File: src/rtl/taillight_pkg.sv
// Shared mode encodings, lamp pattern constants and decode helpers for the
// taillight sequencer.
package taillight_pkg;

    typedef enum logic [2:0] {
        MODE_IDLE   = 3'd0,
        MODE_LEFT   = 3'd1,
        MODE_RIGHT  = 3'd2,
        MODE_LBREAK = 3'd3,
        MODE_RBREAK = 3'd4,
        MODE_BREAK  = 3'd5,
        MODE_HAZARD = 3'd6
    } mode_e;

    localparam logic [2:0] PAT_OFF = '0;
    localparam logic [2:0] PAT_ALL = '1;

    // Code 7 is unassigned and behaves exactly like IDLE.
    function automatic logic is_idle(input logic [2:0] m);
        return (m == MODE_IDLE) || (m == 3'd7);
    endfunction

    function automatic logic [2:0] turn_pat(input logic [1:0] s);
        logic [2:0] p;
        case (s)
            2'd0:    p = 3'b000;
            2'd1:    p = 3'b001;
            2'd2:    p = 3'b011;
            default: p = 3'b111;
        endcase
        return p;
    endfunction

endpackage

File: src/rtl/taillight_sequencer_tick_gen.sv
// Prescaler: counts 0..DIV-1 and flags the wrap cycle; clr restarts the period.
module tick_gen #(
    parameter int DIV = 25000000
) (
    input  logic CLOCK_50,
    input  logic rst,
    input  logic clr,
    output logic tick
);

    localparam int CW = (DIV > 2) ? $clog2(DIV) : 1;
    localparam logic [CW-1:0] CNT_MAX = CW'(DIV - 1);

    logic [CW-1:0] cnt_q, cnt_d;

    // A clear in the wrap cycle suppresses the tick so the period restarts cleanly.
    always_comb begin
        tick  = (cnt_q == CNT_MAX) && !clr;
        cnt_d = cnt_q + CW'(1);
        if (clr || cnt_q == CNT_MAX) begin
            cnt_d = '0;
        end
    end

    always_ff @(posedge CLOCK_50) begin
        if (rst) begin
            cnt_q <= '0;
        end else begin
            cnt_q <= cnt_d;
        end
    end

endmodule

File: src/rtl/taillight_sequencer.sv
// Taillight sequencer: mode register, 4-step sequence counter and registered
// lamp decode, advanced by the tick_gen prescaler.
module taillight_sequencer
    import taillight_pkg::*;
#(
    parameter int TICK_DIV = 25000000
) (
    input  logic       CLOCK_50,
    input  logic       rst,
    input  logic [2:0] mode,
    output logic [2:0] lights_l,
    output logic [2:0] lights_r,
    output logic       step
);

    logic [2:0] mode_q, mode_d;
    logic [1:0] seq_q, seq_d;
    logic [2:0] lights_l_q, lights_l_d;
    logic [2:0] lights_r_q, lights_r_d;
    logic       step_q, step_d;
    logic       change, clr, tick;

    tick_gen #(
        .DIV(TICK_DIV)
    ) u_tick (
        .CLOCK_50(CLOCK_50),
        .rst     (rst),
        .clr     (clr),
        .tick    (tick)
    );

    always_comb begin
        mode_d = mode;
        change = (mode != mode_q);
        clr    = change || is_idle(mode_q);
        step_d = tick;

        seq_d = seq_q;
        if (clr) begin
            seq_d = '0;
        end else if (tick) begin
            seq_d = seq_q + 2'd1;
        end

        // Lamps decode from the registered mode and sequence, one edge behind.
        lights_l_d = PAT_OFF;
        lights_r_d = PAT_OFF;
        case (mode_q)
            MODE_LEFT: begin
                lights_l_d = turn_pat(seq_q);
            end
            MODE_RIGHT: begin
                lights_r_d = turn_pat(seq_q);
            end
            MODE_LBREAK: begin
                lights_l_d = turn_pat(seq_q);
                lights_r_d = PAT_ALL;
            end
            MODE_RBREAK: begin
                lights_l_d = PAT_ALL;
                lights_r_d = turn_pat(seq_q);
            end
            MODE_BREAK: begin
                lights_l_d = PAT_ALL;
                lights_r_d = PAT_ALL;
            end
            MODE_HAZARD: begin
                lights_l_d = seq_q[0] ? PAT_ALL : PAT_OFF;
                lights_r_d = seq_q[0] ? PAT_ALL : PAT_OFF;
            end
            default: begin
                lights_l_d = PAT_OFF;
                lights_r_d = PAT_OFF;
            end
        endcase
    end

    always_ff @(posedge CLOCK_50) begin
        if (rst) begin
            mode_q     <= MODE_IDLE;
            seq_q      <= '0;
            lights_l_q <= PAT_OFF;
            lights_r_q <= PAT_OFF;
            step_q     <= 1'b0;
        end else begin
            mode_q     <= mode_d;
            seq_q      <= seq_d;
            lights_l_q <= lights_l_d;
            lights_r_q <= lights_r_d;
            step_q     <= step_d;
        end
    end

    assign lights_l = lights_l_q;
    assign lights_r = lights_r_q;
    assign step     = step_q;

endmodule

File: config.mk
export PLATFORM = sky130hd
export DESIGN_NAME = taillight_sequencer
export DESIGN_NICKNAME = d
export VERILOG_FILES = /design/src/rtl/taillight_pkg.sv /design/src/rtl/taillight_sequencer_tick_gen.sv /design/src/rtl/taillight_sequencer.sv
export SDC_FILE = /design/constraint.sdc
export NUM_CORES = 1
export LEC_CHECK = 0
export ABC_AREA = 1
export BUFFER_PORTS_ARGS = -buffer_cell sky130_fd_sc_hd__buf_2
export CAP_MARGIN = 20
export CORE_ASPECT_RATIO = 0.8
export CORE_UTILIZATION = 50
export DETAILED_ROUTE_END_ITERATION = 8
export HOLD_SLACK_MARGIN = 0.06
export PLACE_DENSITY = 0.76
export SLEW_MARGIN = 20
export SYNTH_ARGS = -nofsm -noshare
export SYNTH_HDL_FRONTEND = slang
export SYNTH_SLANG_ARGS = --single-unit
File: constraint.sdc
create_clock -name CLOCK_50 -period 1.9 [get_ports CLOCK_50]
set_clock_uncertainty 0.05 [all_clocks]
set_input_delay 0.095 -clock CLOCK_50 [delete_from_list [all_inputs] [get_ports CLOCK_50]]
set_output_delay 0.095 -clock CLOCK_50 [all_outputs]
set_load 0.02 [all_outputs]
==> impl_metrics.csv, run 1 <==
group,metric,value,unit
status,status,"completed",
clock_tree,clk_pin_slew_worst_paths,0.07,ns
timing,clock.fmax,601,MHz
drt,drt_iter0_markers,128,
clock_tree,clock_sinks,37,
power_and_ir_drop,p_switching,0.334,mW
worst_hold_path,hp-class,"reg -> reg",
cells_and_area,instances_no_fill,361,
yosys,yosysMostFrequentCell,"nand2_1",
global_route,global_route.usage.met1,32.0,%
place,numPlacedInstances,346,
critical_path,critPathCaptureType,"register",
global_route,grt_first_pass_wirelength,6.70,mm
critical_path,critPathArrivalTime,1.80,ns
drt,drt_wl_total,4.01,mm
yosys,syn_area,0.00195,sq mm
power_and_ir_drop,leakage,0.920,nW
die,rows,19,
clock_tree,htree_levels,2,
clock_tree,clk_latency,0.30,ns
die,coreArea,0.00357,sq mm
worst_hold_path,hold_end,"u_tick.cnt_q[0]",
critical_path,crit_slowest_cell,"dfxtp_1",
global_route,grt_max_degree,22,
place,routabilityCongestion,0.869,
critical_path,reg2reg_from,"u_tick.cnt_q[0]",
cells_and_area,num_antenna_cells,0,
critical_path,worstSetupStartpointType,"register",
clock_tree,clock_path_buffers,2,
drt,wl_per_cell,11.1,um
yosys,netlist.area_leader.share,38.0,%
power_and_ir_drop,total_power,1.57,mW
clock_tree,cts-root-buf,"clkbuf_8",
die,start_util,54.7,%
cells_and_area,syn_to_final_growth,14.2,%
timing,hold_viol,0,
timing,setup-violations-final,0,
place,hpwl,2.97,mm
drt,final_antenna_net_count,0,
drt,dr.pass1.iters,4,
critical_path,worstPathCellList,"ha_1 > nand3_2 > inv_2 > nand2_1 > nor2_2 > nand2_2 > nand2_4 > nor2_1",
power_and_ir_drop,switching_share,21.2,%
yosys,postSynthCellCount,295,
cells_and_area,drive_gt1_share,11.9,%
die,die_area,0.00415,sq mm
critical_path,crit_fanout,21,
die,die_h,57.8,um
worst_hold_path,hold_start,"u_tick.cnt_q[0]",
yosys,synth_fp_nets,304,
timing,tightest_slew,0.317,ns
yosys,synth_ff_type,"dfxtp_1",
cells_and_area,nNetsFinal,327,
yosys,synth_seq_area_share,38.0,%
die,die_w,71.8,um
global_route,grt_overflow,0,
yosys,synth_area_per_cell,6.61,sq um
clock_tree,cts_inserted_buffers,5,
yosys,synth_warnings,0,
timing,max_slew_margin,78.8,%
global_route,grtUsageMet2,27.5,%
drt,num_vias,1764,
worst_hold_path,hold_path_depth,1,
global_route,track_usage,21.4,%
drt,viasPerCell,4.89,
run,maxCapViolations,0,
global_route,antenna_found_initial,0,
critical_path,crit_path_max_incr_delay,0.39,ns
yosys,synth-edff-count,0,
place,io_buffers,11,
yosys,async_flop_share,0,%
power_and_ir_drop,power_frac_clock,45.2,%
yosys,synth_common_cells,"nand2_1, nor2_1, dfxtp_1",
critical_path,crit_required,2.03,ns
yosys,synthTopCellsByArea,"dfxtp_1, nand2_1, nor2_1",
power_and_ir_drop,power.share.sequential,50.2,%
timing,layout_min_cycle_time,1.66,ns
critical_path,rr_endpoint,"u_tick.cnt_q[13]",
power_and_ir_drop,pwr-share-comb,4.6,%
timing,slew_violations,0,
yosys,synth_top_cell_by_area,"dfxtp_1",
drt,drc,0,
timing,fin_crit_sh,87.6,%
power_and_ir_drop,power_density,707,mW/mm^2
global_route,grt_pass1_vias,1482,
timing,rsz0062_at_grt,"false",
critical_path,crit_buf_inv,1,
global_route,grtUsageMet3,7.30,%
yosys,synth.distinct_cells,23,
global_route,top_usage_layer,"met1",
power_and_ir_drop,max-vdd-ir-drop,0.590,mV
yosys,synth-seq-cells,37,
critical_path,r2r_cells,8,
critical_path,cp_top_family,"simple AND/OR/NAND/NOR gates",
die,ios,12,
clock_tree,tritoncts,"done",
critical_path,worst-setup-path-type,"reg -> reg",
power_and_ir_drop,p_int,1.24,mW
critical_path,reg2reg_slack,0.24,ns
timing,fin_setup_tns,0,ns
logic make-up after synthesis:
group / synth area share [%]
XOR/XNOR: 6.74
AO/OA/AOI/OAI: 2.31
adder cells (fa/ha/maj): 2.57
flip-flops: 38.0
buffers and inverters: 8.86
AND/OR/NAND/NOR: 41.5
layout by cell type (no fill, tap or decap), types with 2 or more instances in the layout:
master,count
nand4_1,2
inv_1,34
nand3_2,2
nor2_1,70
inv_2,4
nor2_2,4
xnor2_1,7
dfxtp_1,37
a21oi_1,5
nand2_1,86
xor2_1,8
nand3b_1,4
nand2_2,5
o21ai_0,3
dlygate4sd3_1,7
nand3_1,10
clkbuf_8,6
buf_2,11
nor2_4,2
ha_1,4
repair_timing:
item / in CTS / in global routing
setup buffers: 0 / 0
gates resized for setup: 0 / 1
setup endpoints to repair: 0 / 18
hold endpoints to repair: 6 / 0
hold buffers: 7 / 0
power groups by stage:
stage / combinational (mW) / clock, mW / sequential, mW
2_1_floorplan: 0.0429 / 0 / 0.810
3_5_place_dp: 0.0590 / 0 / 0.808
6_report: 0.0725 / 0.711 / 0.790
4_1_cts: 0.0704 / 0.724 / 0.790
5_1_grt: 0.0802 / 0.753 / 0.791
3_3_place_gp: 0.0587 / 0 / 0.808
worst max path at each step:
stage	cells past startpoint	from	to	slack, ns
2_1_floorplan	9	u_tick.cnt_q[0]	u_tick.cnt_q[13]	0.44
3_3_place_gp	8	u_tick.cnt_q[0]	u_tick.cnt_q[23]	0.19
3_5_place_dp	8	u_tick.cnt_q[0]	u_tick.cnt_q[18]	0.13
4_1_cts	8	u_tick.cnt_q[0]	u_tick.cnt_q[22]	0.10
5_1_grt	8	u_tick.cnt_q[0]	u_tick.cnt_q[13]	0.11
6_report	8	u_tick.cnt_q[0]	u_tick.cnt_q[13]	0.24
state kept, by name, summed over array words and instances (netlist names):
| name | cells |
|---|---|
| step | 1 |
| lights_r | 3 |
| u_tick.cnt_q | 25 |
| mode_q | 3 |
| seq_q | 2 |
| lights_l | 3 |
stage by stage:
step           hold slack (ns)  setup slack (ns)  util [%]  cell area [sq um]
2_1_floorplan            0.117             0.443         -               1950
3_3_place_gp             0.281             0.193      57.1               2030
3_5_place_dp             0.297             0.134      57.1               2030
4_1_cts                  0.442             0.102      62.3               2220
5_1_grt                  0.461             0.108      62.4               2230
6_report                 0.432             0.235      62.4               2230
layer usage:
layer | vias up | routed length, um
met5 | - | 0
met4 | 0 | 28
met3 | 4 | 269
met2 | 43 | 1560
met1 | 784 | 2150
li1 | 933 | -
area by class of cell:
type,count,area (sq um)
clock inverters,1,30.0
multi-input cells,217,1040
clock buffers,7,86.3
repair buffers,19,133
inverters,38,143
well taps,42,52.6
fillers,340,1340
flip-flops and latches,37,741
No activity file was read; power rests on OpenSTA's default activity.
==> inputs of run 2 (changes only) <==
--- a/config.mk
+++ b/config.mk
@@ -5,7 +5,7 @@
 export SDC_FILE = /design/constraint.sdc
 export NUM_CORES = 1
 export LEC_CHECK = 0
-export ABC_AREA = 1
+export ABC_AREA = 0
 export BUFFER_PORTS_ARGS = -buffer_cell sky130_fd_sc_hd__buf_2
 export CAP_MARGIN = 20
 export CORE_ASPECT_RATIO = 0.8
@@ -13,7 +13,7 @@
 export DETAILED_ROUTE_END_ITERATION = 8
 export HOLD_SLACK_MARGIN = 0.06
 export PLACE_DENSITY = 0.76
-export SLEW_MARGIN = 20
+export SLEW_MARGIN = 5
 export SYNTH_ARGS = -nofsm -noshare
 export SYNTH_HDL_FRONTEND = slang
 export SYNTH_SLANG_ARGS = --single-unit
==> impl_metrics.csv, run 2 <==
group,metric,value,unit
status,status,"completed",
clock_tree,clock_path_buffers,2,
critical_path,cp_top_family,"simple AND/OR/NAND/NOR gates",
die,die_area,0.00383,sq mm
critical_path,worstSetupStartpointType,"register",
die,start_util,52.3,%
cells_and_area,regMostFlops,"u_tick.cnt_q",
clock_tree,tritoncts,"done",
clock_tree,clk_pin_slew_worst_paths,0.08,ns
critical_path,worst-setup-path-type,"reg -> reg",
yosys,synth_warnings,0,
critical_path,crit_path_max_incr_delay,0.41,ns
timing,tightest_slew,0.359,ns
timing,hold_ws,0.449,ns
power_and_ir_drop,max-vdd-ir-drop,0.484,mV
clock_tree,cts_inserted_buffers,5,
timing,setup-violations-final,0,
cells_and_area,syn_to_final_growth,22.3,%
global_route,grt_overflow,0,
timing,layout_min_cycle_time,1.84,ns
yosys,postSynthCellCount,196,
critical_path,critPathCaptureType,"register",
drt,dr.pass1.iters,4,
critical_path,crit_buf_inv,1,
cells_and_area,largest_reg_flops,25,
timing,max_slew_margin,76.0,%
global_route,grt_max_degree,29,
timing,fin_crit_sh,97.0,%
cells_and_area,final_area,0.00219,sq mm
global_route,grt_first_pass_wirelength,6.09,mm
clock_tree,htree_levels,2,
timing,slew_violations,0,
yosys,yosysMostFrequentCell,"dfxtp_1",
place,hpwl,2.42,mm
die,die_h,55.5,um
clock_tree,clk_latency,0.29,ns
yosys,syn_area,0.00179,sq mm
drt,viasPerCell,5.74,
clock_tree,clock_sinks,37,
run,maxCapViolations,0,
yosys,netlist.area_leader.share,41.3,%
yosys,synth_common_cells,"dfxtp_1, nand3_1, nor3_1",
cells_and_area,most-common-layout-cells,"dfxtp_1, buf_4, nand3_1",
die,ios,12,
global_route,grt_pass1_vias,1441,
critical_path,crit_slowest_cell,"or4_1",
drt,drt_wl_total,3.61,mm
yosys,synth_seq_area_share,41.3,%
cells_and_area,num_antenna_cells,0,
timing,clock.fmax,543,MHz
global_route,antenna_found_initial,0,
place,routabilityCongestion,0.865,
drt,final_antenna_net_count,0,
yosys,synth-edff-count,0,
place,dpl-instance-area,0.00198,sq mm
worst_hold_path,hp-class,"reg -> reg",
yosys,synth_top_cell_by_area,"dfxtp_1",
cells_and_area,final_common_cell,"dfxtp_1",
yosys,synth-seq-cells,37,
drt,drc,0,
power_and_ir_drop,power_density,748,mW/mm^2
place,numPlacedInstances,258,
yosys,synth.distinct_cells,36,
timing,hold_viol,0,
drt,drt_iter0_markers,67,
yosys,synth_fp_nets,205,
critical_path,crit_required,2.06,ns
yosys,synth_area_per_cell,9.14,sq um
die,rows,19,
critical_path,crit_fanout,8,
place,io_buffers,11,
clock_tree,cts-root-buf,"clkbuf_8",
global_route,track_usage,21.0,%
critical_path,worstPathCellList,"and4_4 > nand4_1 > buf_6 > or4_1 > a211oi_2",
yosys,synth_ff_type,"dfxtp_1",
cells_and_area,nNetsFinal,237,
cells_and_area,drive_gt1_share,22.3,%
die,coreArea,0.00342,sq mm
yosys,async_flop_share,0,%
critical_path,critPathArrivalTime,2.00,ns
drt,num_vias,1555,
die,die_w,68.9,um
drt,wl_per_cell,13.3,um
yosys,synthTopCellsByArea,"dfxtp_1, a211oi_1, nand3_1",
cells_and_area,instances_no_fill,271,
timing,fin_setup_tns,0,ns
power_and_ir_drop,leakage,0.745,nW
run 2: changes by cell type in the layout (fill, tap and decap cells not counted), moves of 7 or more:
| cell | delta |
|---|---|
| a211oi_1 | +11 |
| buf_4 | +17 |
| inv_1 | -30 |
| nand2_1 | -77 |
| nand4_1 | +7 |
| nor2_1 | -65 |
| nor3_1 | +14 |
| o21ai_0 | +9 |
| or3_1 | +8 |
run 2: stage by stage:
stage	worst slack (ns)	util (%)	total power, mW
floorplan	0.100	-	0.835
global placement	0.0957	57.9	0.851
detailed placement	0.0508	57.9	0.852
CTS	0.00280	63.0	1.65
global route	-0.0195	64.0	1.69
finish	0.0574	64.0	1.64
run 2: final cells by class:
type,instances,area (sq um)
inverter,4,15.0
fill,310,1230
sequential,37,743
tap,42,52.6
clock buffer,5,68.8
timing repair buffer,35,262
clock inverter,3,65.1
multi-input combinational,145,986
run 2: per-layer routing:
layer / GRT usage (%) / routed length (um)
met1: 28.4 / 1780
met3: 5.58 / 137
met4: 8.45 / 38
met2: 31.2 / 1660
met5: 0 / 0
run 2: power breakdown:
group | switching (mW) | total [mW] | internal [mW]
combinational | 0.0287 | 0.0520 | 0.0233
clock | 0.276 | 0.797 | 0.521
sequential | 0.00707 | 0.790 | 0.783
total | 0.312 | 1.64 | 1.33
run 2: repair_timing:
| item | CTS | global route |
|---|---|---|
| hold endpoints to repair | 6 | 0 |
| pin swaps | 0 | 2 |
| setup endpoints to repair | 1 | 25 |
| gates resized for setup | 1 | 9 |
| setup buffers | 0 | 1 |
| hold buffers | 4 | 0 |
run 2: kinds of logic (layout without fill, tap and decap cells):
logic type / Yosys count / in the layout / synth area share [%]
and+or+nand+nor: 91 / 91 / 31.8
AOI/OAI and AO/OA: 38 / 38 / 13.3
DFF: 37 / 37 / 41.3
buffers and inverters: 14 / 47 / 4.89
xor gates and xnor gates: 12 / 12 / 5.87
adders and majority gates: 4 / 4 / 2.79
run 2: worst paths after layout:
path / start / to / slack (ns) / cells after the start
worst min register to register: u_tick.cnt_q[24] / u_tick.cnt_q[24] / 0.45 / 2
worst min-delay path: u_tick.cnt_q[24] / u_tick.cnt_q[24] / 0.45 / 2
worst max register to register: u_tick.cnt_q[12] / u_tick.cnt_q[22] / 0.06 / 5
worst max-delay path: u_tick.cnt_q[12] / u_tick.cnt_q[22] / 0.06 / 5
run 2: worst min-delay path: stages (launching register included):
cell      delay, ns
dfxtp_1        0.33
o31ai_1        0.06
a211oi_1       0.06
